--- src/rtl/memory_bus_controller.sv ---
// memory_bus_controller: bridges memory-stage load/store requests to a 32-bit big-endian acked bus.
// Define BUS_TIMEOUT_EN to abort an ACCESS with bus_error after TIMEOUT_CYCLES clocks without bus_ack.
module memory_bus_controller #(
   parameter int TIMEOUT_CYCLES = 16
) (
   input  logic        clock,
   input  logic        reset,
   input  logic        memory_access_cycle,
   input  logic        memory_read,
   input  logic        memory_write,
   input  logic [1:0]  memory_cycle_width,
   input  logic [31:0] address,
   input  logic [31:0] write_data,
   output logic        busy,
   output logic        done,
   output logic        bus_error,
   output logic [31:0] read_data,
   output logic [29:0] bus_address,
   output logic [31:0] bus_data_out,
   input  logic [31:0] bus_data_in,
   output logic [3:0]  bus_data_strobes,
   output logic        bus_read,
   output logic        bus_write,
   input  logic        bus_ack
);
   typedef enum logic [1:0] {IDLE, ACCESS, DONE, ERROR} state_t;
   state_t      state_q, state_d;
   logic [29:0] addr_q, addr_d;
   logic [1:0]  off_q, off_d, width_q, width_d;
   logic        rd_q, rd_d, bus_read_q, bus_read_d, bus_write_q, bus_write_d;
   logic [3:0]  strb_q, strb_d;
   logic [31:0] dout_q, dout_d, rdata_q, rdata_d;
   logic        bad_req;
   logic [3:0]  strb_req;
   logic [31:0] wdata_req, load_data;
   logic [15:0] word_sel;
   logic [7:0]  byte_sel;
`ifdef BUS_TIMEOUT_EN
   localparam int CW = $clog2(TIMEOUT_CYCLES) + 1;
   localparam logic [CW-1:0] CNT_MAX = CW'(TIMEOUT_CYCLES - 1);
   logic [CW-1:0] cnt_q, cnt_d;
`endif

   assign bad_req = (memory_cycle_width == 2'b11) || (memory_read == memory_write) ||
                    (memory_cycle_width == 2'b01 && address[0]) ||
                    (memory_cycle_width == 2'b00 && address[1:0] != 2'b00);
   assign strb_req  = memory_cycle_width == 2'b00 ? 4'b1111 :
                      memory_cycle_width == 2'b01 ? (address[1] ? 4'b0011 : 4'b1100) :
                      4'b1000 >> address[1:0];
   assign wdata_req = memory_cycle_width == 2'b00 ? write_data :
                      memory_cycle_width == 2'b01 ? {2{write_data[15:0]}} : {4{write_data[7:0]}};
   // Lane 0 is the most significant byte, so low offsets select the high bits.
   assign word_sel  = off_q[1] ? bus_data_in[15:0] : bus_data_in[31:16];
   assign byte_sel  = off_q[0] ? word_sel[7:0] : word_sel[15:8];
   assign load_data = width_q == 2'b00 ? bus_data_in :
                      width_q == 2'b01 ? {16'h0, word_sel} : {24'h0, byte_sel};

   assign busy             = state_q != IDLE;
   assign done             = state_q == DONE || state_q == ERROR;
   assign bus_error        = state_q == ERROR;
   assign read_data        = rdata_q;
   assign bus_address      = addr_q;
   assign bus_data_out     = dout_q;
   assign bus_data_strobes = strb_q;
   assign bus_read         = bus_read_q;
   assign bus_write        = bus_write_q;

   always_comb begin
      state_d     = state_q;
      addr_d      = addr_q;
      off_d       = off_q;
      width_d     = width_q;
      rd_d        = rd_q;
      dout_d      = dout_q;
      rdata_d     = rdata_q;
      strb_d      = strb_q;
      bus_read_d  = bus_read_q;
      bus_write_d = bus_write_q;
`ifdef BUS_TIMEOUT_EN
      cnt_d       = cnt_q;
`endif
      case (state_q)
         IDLE: begin
            if (memory_access_cycle && bad_req) state_d = ERROR;
            else if (memory_access_cycle) begin
               state_d     = ACCESS;
               addr_d      = address[31:2];
               off_d       = address[1:0];
               width_d     = memory_cycle_width;
               rd_d        = memory_read;
               dout_d      = wdata_req;
               strb_d      = strb_req;
               bus_read_d  = memory_read;
               bus_write_d = memory_write;
`ifdef BUS_TIMEOUT_EN
               cnt_d       = '0;
`endif
            end
         end
         ACCESS: begin
            if (bus_ack) begin
               state_d     = DONE;
               rdata_d     = rd_q ? load_data : rdata_q;
               strb_d      = 4'b0000;
               bus_read_d  = 1'b0;
               bus_write_d = 1'b0;
            end
`ifdef BUS_TIMEOUT_EN
            else if (cnt_q == CNT_MAX) begin
               state_d     = ERROR;
               strb_d      = 4'b0000;
               bus_read_d  = 1'b0;
               bus_write_d = 1'b0;
            end
            else cnt_d = cnt_q + 1'b1;
`endif
         end
         default: state_d = IDLE;
      endcase
   end

   always_ff @(posedge clock or posedge reset) begin
      if (reset) begin
         state_q     <= IDLE;
         addr_q      <= '0;
         off_q       <= '0;
         width_q     <= '0;
         rd_q        <= 1'b0;
         dout_q      <= '0;
         rdata_q     <= '0;
         strb_q      <= '0;
         bus_read_q  <= 1'b0;
         bus_write_q <= 1'b0;
`ifdef BUS_TIMEOUT_EN
         cnt_q       <= '0;
`endif
      end else begin
         state_q     <= state_d;
         addr_q      <= addr_d;
         off_q       <= off_d;
         width_q     <= width_d;
         rd_q        <= rd_d;
         dout_q      <= dout_d;
         rdata_q     <= rdata_d;
         strb_q      <= strb_d;
         bus_read_q  <= bus_read_d;
         bus_write_q <= bus_write_d;
`ifdef BUS_TIMEOUT_EN
         cnt_q       <= cnt_d;
`endif
      end
   end
endmodule

--- config.mk ---
export PLATFORM = sky130hd
export DESIGN_NAME = memory_bus_controller
export DESIGN_NICKNAME = d
export VERILOG_FILES = /design/src/rtl/memory_bus_controller.sv
export SDC_FILE = /design/constraint.sdc
export NUM_CORES = 1
export LEC_CHECK = 0
export BUFFER_PORTS_ARGS = -buffer_cell sky130_fd_sc_hd__buf_2
export CELL_PAD_IN_SITES_DETAIL_PLACEMENT = 1
export CELL_PAD_IN_SITES_GLOBAL_PLACEMENT = 1
export CORE_ASPECT_RATIO = 1.75
export CORE_MARGIN = 4
export CORE_UTILIZATION = 39
export DETAILED_ROUTE_END_ITERATION = 16
export GPL_TIMING_DRIVEN = 0
export HOLD_SLACK_MARGIN = 0.03
export PLACE_DENSITY = 0.83
export SYNTH_ARGS = -nofsm -noshare
export SYNTH_HDL_FRONTEND = slang
export SYNTH_SLANG_ARGS = --single-unit
--- constraint.sdc ---
create_clock -name clock -period 4.3 [get_ports clock]
set_input_delay 0.215 -clock clock [delete_from_list [all_inputs] [get_ports clock]]
set_output_delay 0.215 -clock clock [all_outputs]
set_load 0.01 [all_outputs]
* Word-level counts from Yosys, hierarchy flattened *
Index checks and enable logic that the tools add are counted.

operators by class
  equality and inequality tests = 11
  reduce and logical (&&, ||, !) cells = 17
  bitwise gates (word level) = 1
  multiplexer cells = 24
  shift-type cells = 1

operator list
  kind                                                                    count
  32-bit 2-to-1 mux                                                       3
  16-bit 2-to-1 mux                                                       2
  4-bit 2-to-1 mux                                                        6
  8-bit 2-to-1 mux                                                        1
  4-bit one-hot mux with 2 select lines                                   1
  2-bit by 1-bit equality test with 1-bit output (second input constant)  3
  2-bit equality test (second input constant)                             3
  2-bit zero test                                                         3
  2-bit 2-to-1 mux                                                        3
  2-bit inequality test (second input constant)                           3
  3-bit AND reduction                                                     2
  2-bit nonzero test                                                      3
  1-bit 2-to-1 mux                                                        5
  1-bit logical OR                                                        4
  1-bit one-hot mux with 2 select lines                                   2
  2-bit one-hot mux with 2 select lines                                   1
  4-bit AND reduction                                                     1
  4-bit by 2-bit right shift with 4-bit output (first input constant)     1
  1-bit logical AND                                                       3
  3-bit inequality test (second input constant)                           1
  2-bit AND reduction                                                     1
  1-bit equality test                                                     1
  1-bit inverter                                                          1

storage, ports and cells
  output and inout port bits = 103
  bits of input ports = 104
  word-level logic and storage cells = 64
  flip-flop bits (word level) = 107

* Longest topological paths before layout *
  depth after elaboration = 7
  mapped depth = 6
  gate-level depth less buffers = 4

* Worst setup path before layout *
OpenSTA, ideal clock, no wires.

  path type = flip-flop to flip-flop
  start = register state_q[0]
  end = register addr_q[22], in the netlist bus_address[22]
  cell stages (with the launch flop) = 6
  data required time = 4.172 ns
  period minus slack after synthesis = 1.616 ns
  buffers on the path = 2
  slack = 2.684 ns
  data arrival time = 1.489 ns
  library setup time = 0.128 ns
  cells stage by stage = dfrtp_1 -> nand2b_1 -> nor4_2 -> buf_4 -> buf_6 -> mux2_1

on the way
  longest elaborated chain between the ends = 2

RTL lines
  element                        line  text
  start: declaration             27    state_t state_q, state_d;
  start signal: assignment       138   state_q <= state_d;
  2-bit zero test                82    case (state_q)
  3-bit AND reduction (no line)  n/a
  end signal: assignment         139   addr_q <= addr_d;
  end: declaration               28    logic [29:0] addr_q, addr_d;

No other way between the ends.
A chain may end at the register's enable or synchronous reset.

* Worst setup path in the final report *
  start = register width_q[1]
  end = register rdata_q[6], in the netlist read_data[6]

on the way
  longest elaborated chain between the ends = 3
  elaborated cells between the ends (all ways) = 4
  classes of those cells = eq/ne (1); mux (2); reduce/logical (1)

RTL lines
  element                                         line  text
  start: declaration                              29    logic [1:0] off_q, off_d, width_q, width_d;
  start signal: assignment                        141   width_q <= width_d;
  2-bit by 1-bit equality test with 1-bit output  56    width_q == 2'b01 ? {16'h0, word_sel} : {24'h0, byte_sel};
  16-bit 2-to-1 mux                               56
  32-bit 2-to-1 mux (*)                           55    assign load_data = width_q == 2'b00 ? bus_data_in :
  end signal: assignment                          144   rdata_q <= rdata_d;
  end: declaration                                32    logic [31:0] dout_q, dout_d, rdata_q, rdata_d;

Every way passes the cells marked *; elsewhere a longest branch is shown, timed or not.

==> results.ini <==
[grt]
grt-ovfl-total=0
antenna_found_initial=1
grt_max_degree=63
grt_pass1_wl_mm=25.12
grt_pass1_vias=4852
grt_use_total=0.2237

[logic_synthesis]
syn_area_sq_mm=0.004856
synth_cell_type_count=30
ys.flop_type=dfrtp_1
synth_edf_count=0
synth_area_leader_cell=dfrtp_1
ys_seq_area_frac=0.5514
avgSynthCellArea_sq_um=11.70
synth_top_area_frac=0.5514
yosysWarnings=0
async_flop_share=1.000
syn_nets=519
ys_ff_latch=107
synthTopCellsByArea=dfrtp_1 (55%), mux2_1 (15%), mux2i_1 (6.4%)
syn_inst=415

[worst_setup_path]
r2r_start=width_q[1]$_DFFE_PP0P_
r2r_setup_slack_ps=2420
required_ps=4580
r2r_cells=4
slowest_delay_ps=530
critPathLaunchType=register
crit_top_cell=nor2_1
crit_slowest_cell=nor2_1
rr_endpoint=read_data[6]$_DFFE_PP0P_
arrival_ps=2160
cp-end-kind=register
path_class=reg -> reg
crit_path_cell_trace=nor2_1 -> a21oi_1 -> nor2_1 -> a221o_1
cp_max_fo=9

[clocking]
clock_path_buffers=2
cts.sinks=107
clock_latency_ps=340
path_clk_slew_ps=80
postCtsSetupRepairBufs=0
root_buffer=clkbuf_16
cts_tree=built
htreeDepth=3
ctsHoldBuffers=1
ctsResizeCount=0
numCtsBuffers=9

[final_layout]
post-route-util=0.5294
finalNetCount=738
syn_to_final_growth_pct=32.31
drive_gt1_frac=0.3865
final_area_sq_mm=0.006425

[route]
wl_mm=15.61
antenna_left=0
drcViolationCount=0
firstDrtPassIters=4
routed_via_density=5.114
drtIter0Drc=70
avgRoutedWirePerCell_microns=19.39
dr_total_vias=4117

[min_path]
hold_end=bus_address[7]$_DFFE_PP0P_
worst_hold_path_type=in -> reg
hold_start=address[9]
min_path_cells=2

[power]
leakagePower_nw=3.345
power.density_mw_per_mm2=661.4
peakVddDrop_mv=0.3385

[sta]
setup_violations=0
maxSlewHeadroom=0.5111
maxSlewViolCount=0
fin_setup_tns_ps=0
whs_ps=78.34
fin_crit_sh=0.4371
finalHoldViolCount=0
rsz0062_at_grt=false
fmax_mhz=532.1
fin_skew_ps=5.576
period_minus_slack_ps=1880
fin_ws_ps=2420
worst-slew-pin-transition_ps=730.7

[run_status]
status=finished, final reports clean

[job]
cap_violations=0

[floorplanning]
die_h_microns=155.6
coreArea_sq_mm=0.01214
dieArea_sq_mm=0.01437
initial_core_util=0.4001
row_count=53
die_x_microns=92.35
io_pins=207

[place]
portBuffers=206
dpl_cell_area_sq_mm=0.006123
place_ws_ps=2322
place.gp.congestion=0.8635
place_hpwl_mm=12.56

critical path: cells and delay by family (launching register included):
| family | cells | cell delay, ps |
|---|---|---|
| simple gates | 2 | 950 |
| flops | 1 | 460 |
| compound gates | 2 | 400 |
logic make-up after synthesis:
family | synth area share
mux | 0.2355
compound gates | 0.07215
buf+inv | 0.03968
flops | 0.5514
xor+xnor | 0.001804
simple gates | 0.09946
stage by stage:
stage	power (mW)	instances
after floorplan	2.645	415
after global placement	3.378	786
after detailed placement	3.488	787
after CTS	4.314	804
after global routing	4.557	805
final	4.249	805
metal layers:
| layer | track usage | routed length, microns | up-vias | share of wire |
|---|---|---|---|---|
| met5 | 0 | 0 | - | 0 |
| met4 | 0.1127 | 673 | 0 | 0.043 |
| met3 | 0.05695 | 1004 | 42 | 0.064 |
| met2 | 0.4256 | 8933 | 148 | 0.57 |
| met1 | 0.2184 | 4999 | 2049 | 0.32 |
| li1 | - | - | 1878 | - |
worst max-delay path by stage:
stage | startpoint | endpoint | depth (start not counted)
5_1_grt | width_q[1]$_DFFE_PP0P_ | read_data[2]$_DFFE_PP0P_ | 4
2_1_floorplan | reset | bus_address[0]$_DFFE_PP0P_ | 1
3_3_place_gp | reset | read_data[3]$_DFFE_PP0P_ | 2
6_report | width_q[1]$_DFFE_PP0P_ | read_data[6]$_DFFE_PP0P_ | 4
3_5_place_dp | memory_cycle_width[1] | bus_data_out[16]$_DFFE_PP0P_ | 5
4_1_cts | width_q[1]$_DFFE_PP0P_ | read_data[6]$_DFFE_PP0P_ | 4
area by class of cell:
class,instances,area [sq um]
inverters,12,47.55
clock inverters,6,60.06
repair buffers,208,1069
flip-flops and latches,107,2678
diodes,1,2.502
fillers,1370,5710
plain buffers,23,147.6
well taps,165,206.4
multi-input cells,273,1986
clock buffers,10,229.0
where the power goes:
part / internal [mW] / switching [mW] / total (mW)
Sequential: 1.48 / 0.269 / 1.75
Clock: 0.407 / 0.401 / 0.808
Combinational: 0.738 / 0.956 / 1.69
layout by cell type (no fill, tap or decap), types with 2 or more instances in the layout:
master / count
inv_1: 10
nor2_1: 8
mux2_2: 8
a21oi_1: 13
clkbuf_1: 12
o21ai_0: 28
mux2i_1: 31
nand2_1: 60
dfrtp_1: 107
clkbuf_16: 9
inv_6: 2
clkinvlp_4: 2
and2_1: 2
nor2b_1: 4
a221o_1: 7
buf_6: 7
buf_2: 210
or3_1: 8
nand3_1: 17
nand2b_1: 4
o21ai_1: 8
mux2_1: 66
synthesized netlist by cell type, drive strengths merged (2+ instances only):
master and number:
dfrtp 107, mux2 74, nand2 60, o21ai 36, mux2i 31, nand3 17, a21oi 13, buf 12
inv 12, clkbuf 11, nor2 9, or3 8, a221o 7, nand2b 4, nor2b 4, and2 2
registers in the layout, indices dropped and copies added (netlist names):
| signal | count |
|---|---|
| bus_address | 30 |
| rd_q | 1 |
| bus_data_out | 32 |
| state_q | 2 |
| bus_write | 1 |
| off_q | 2 |
| bus_read | 1 |
| width_q | 2 |
| bus_data_strobes | 4 |
| read_data | 32 |
(Power assumes the default switching activity.)
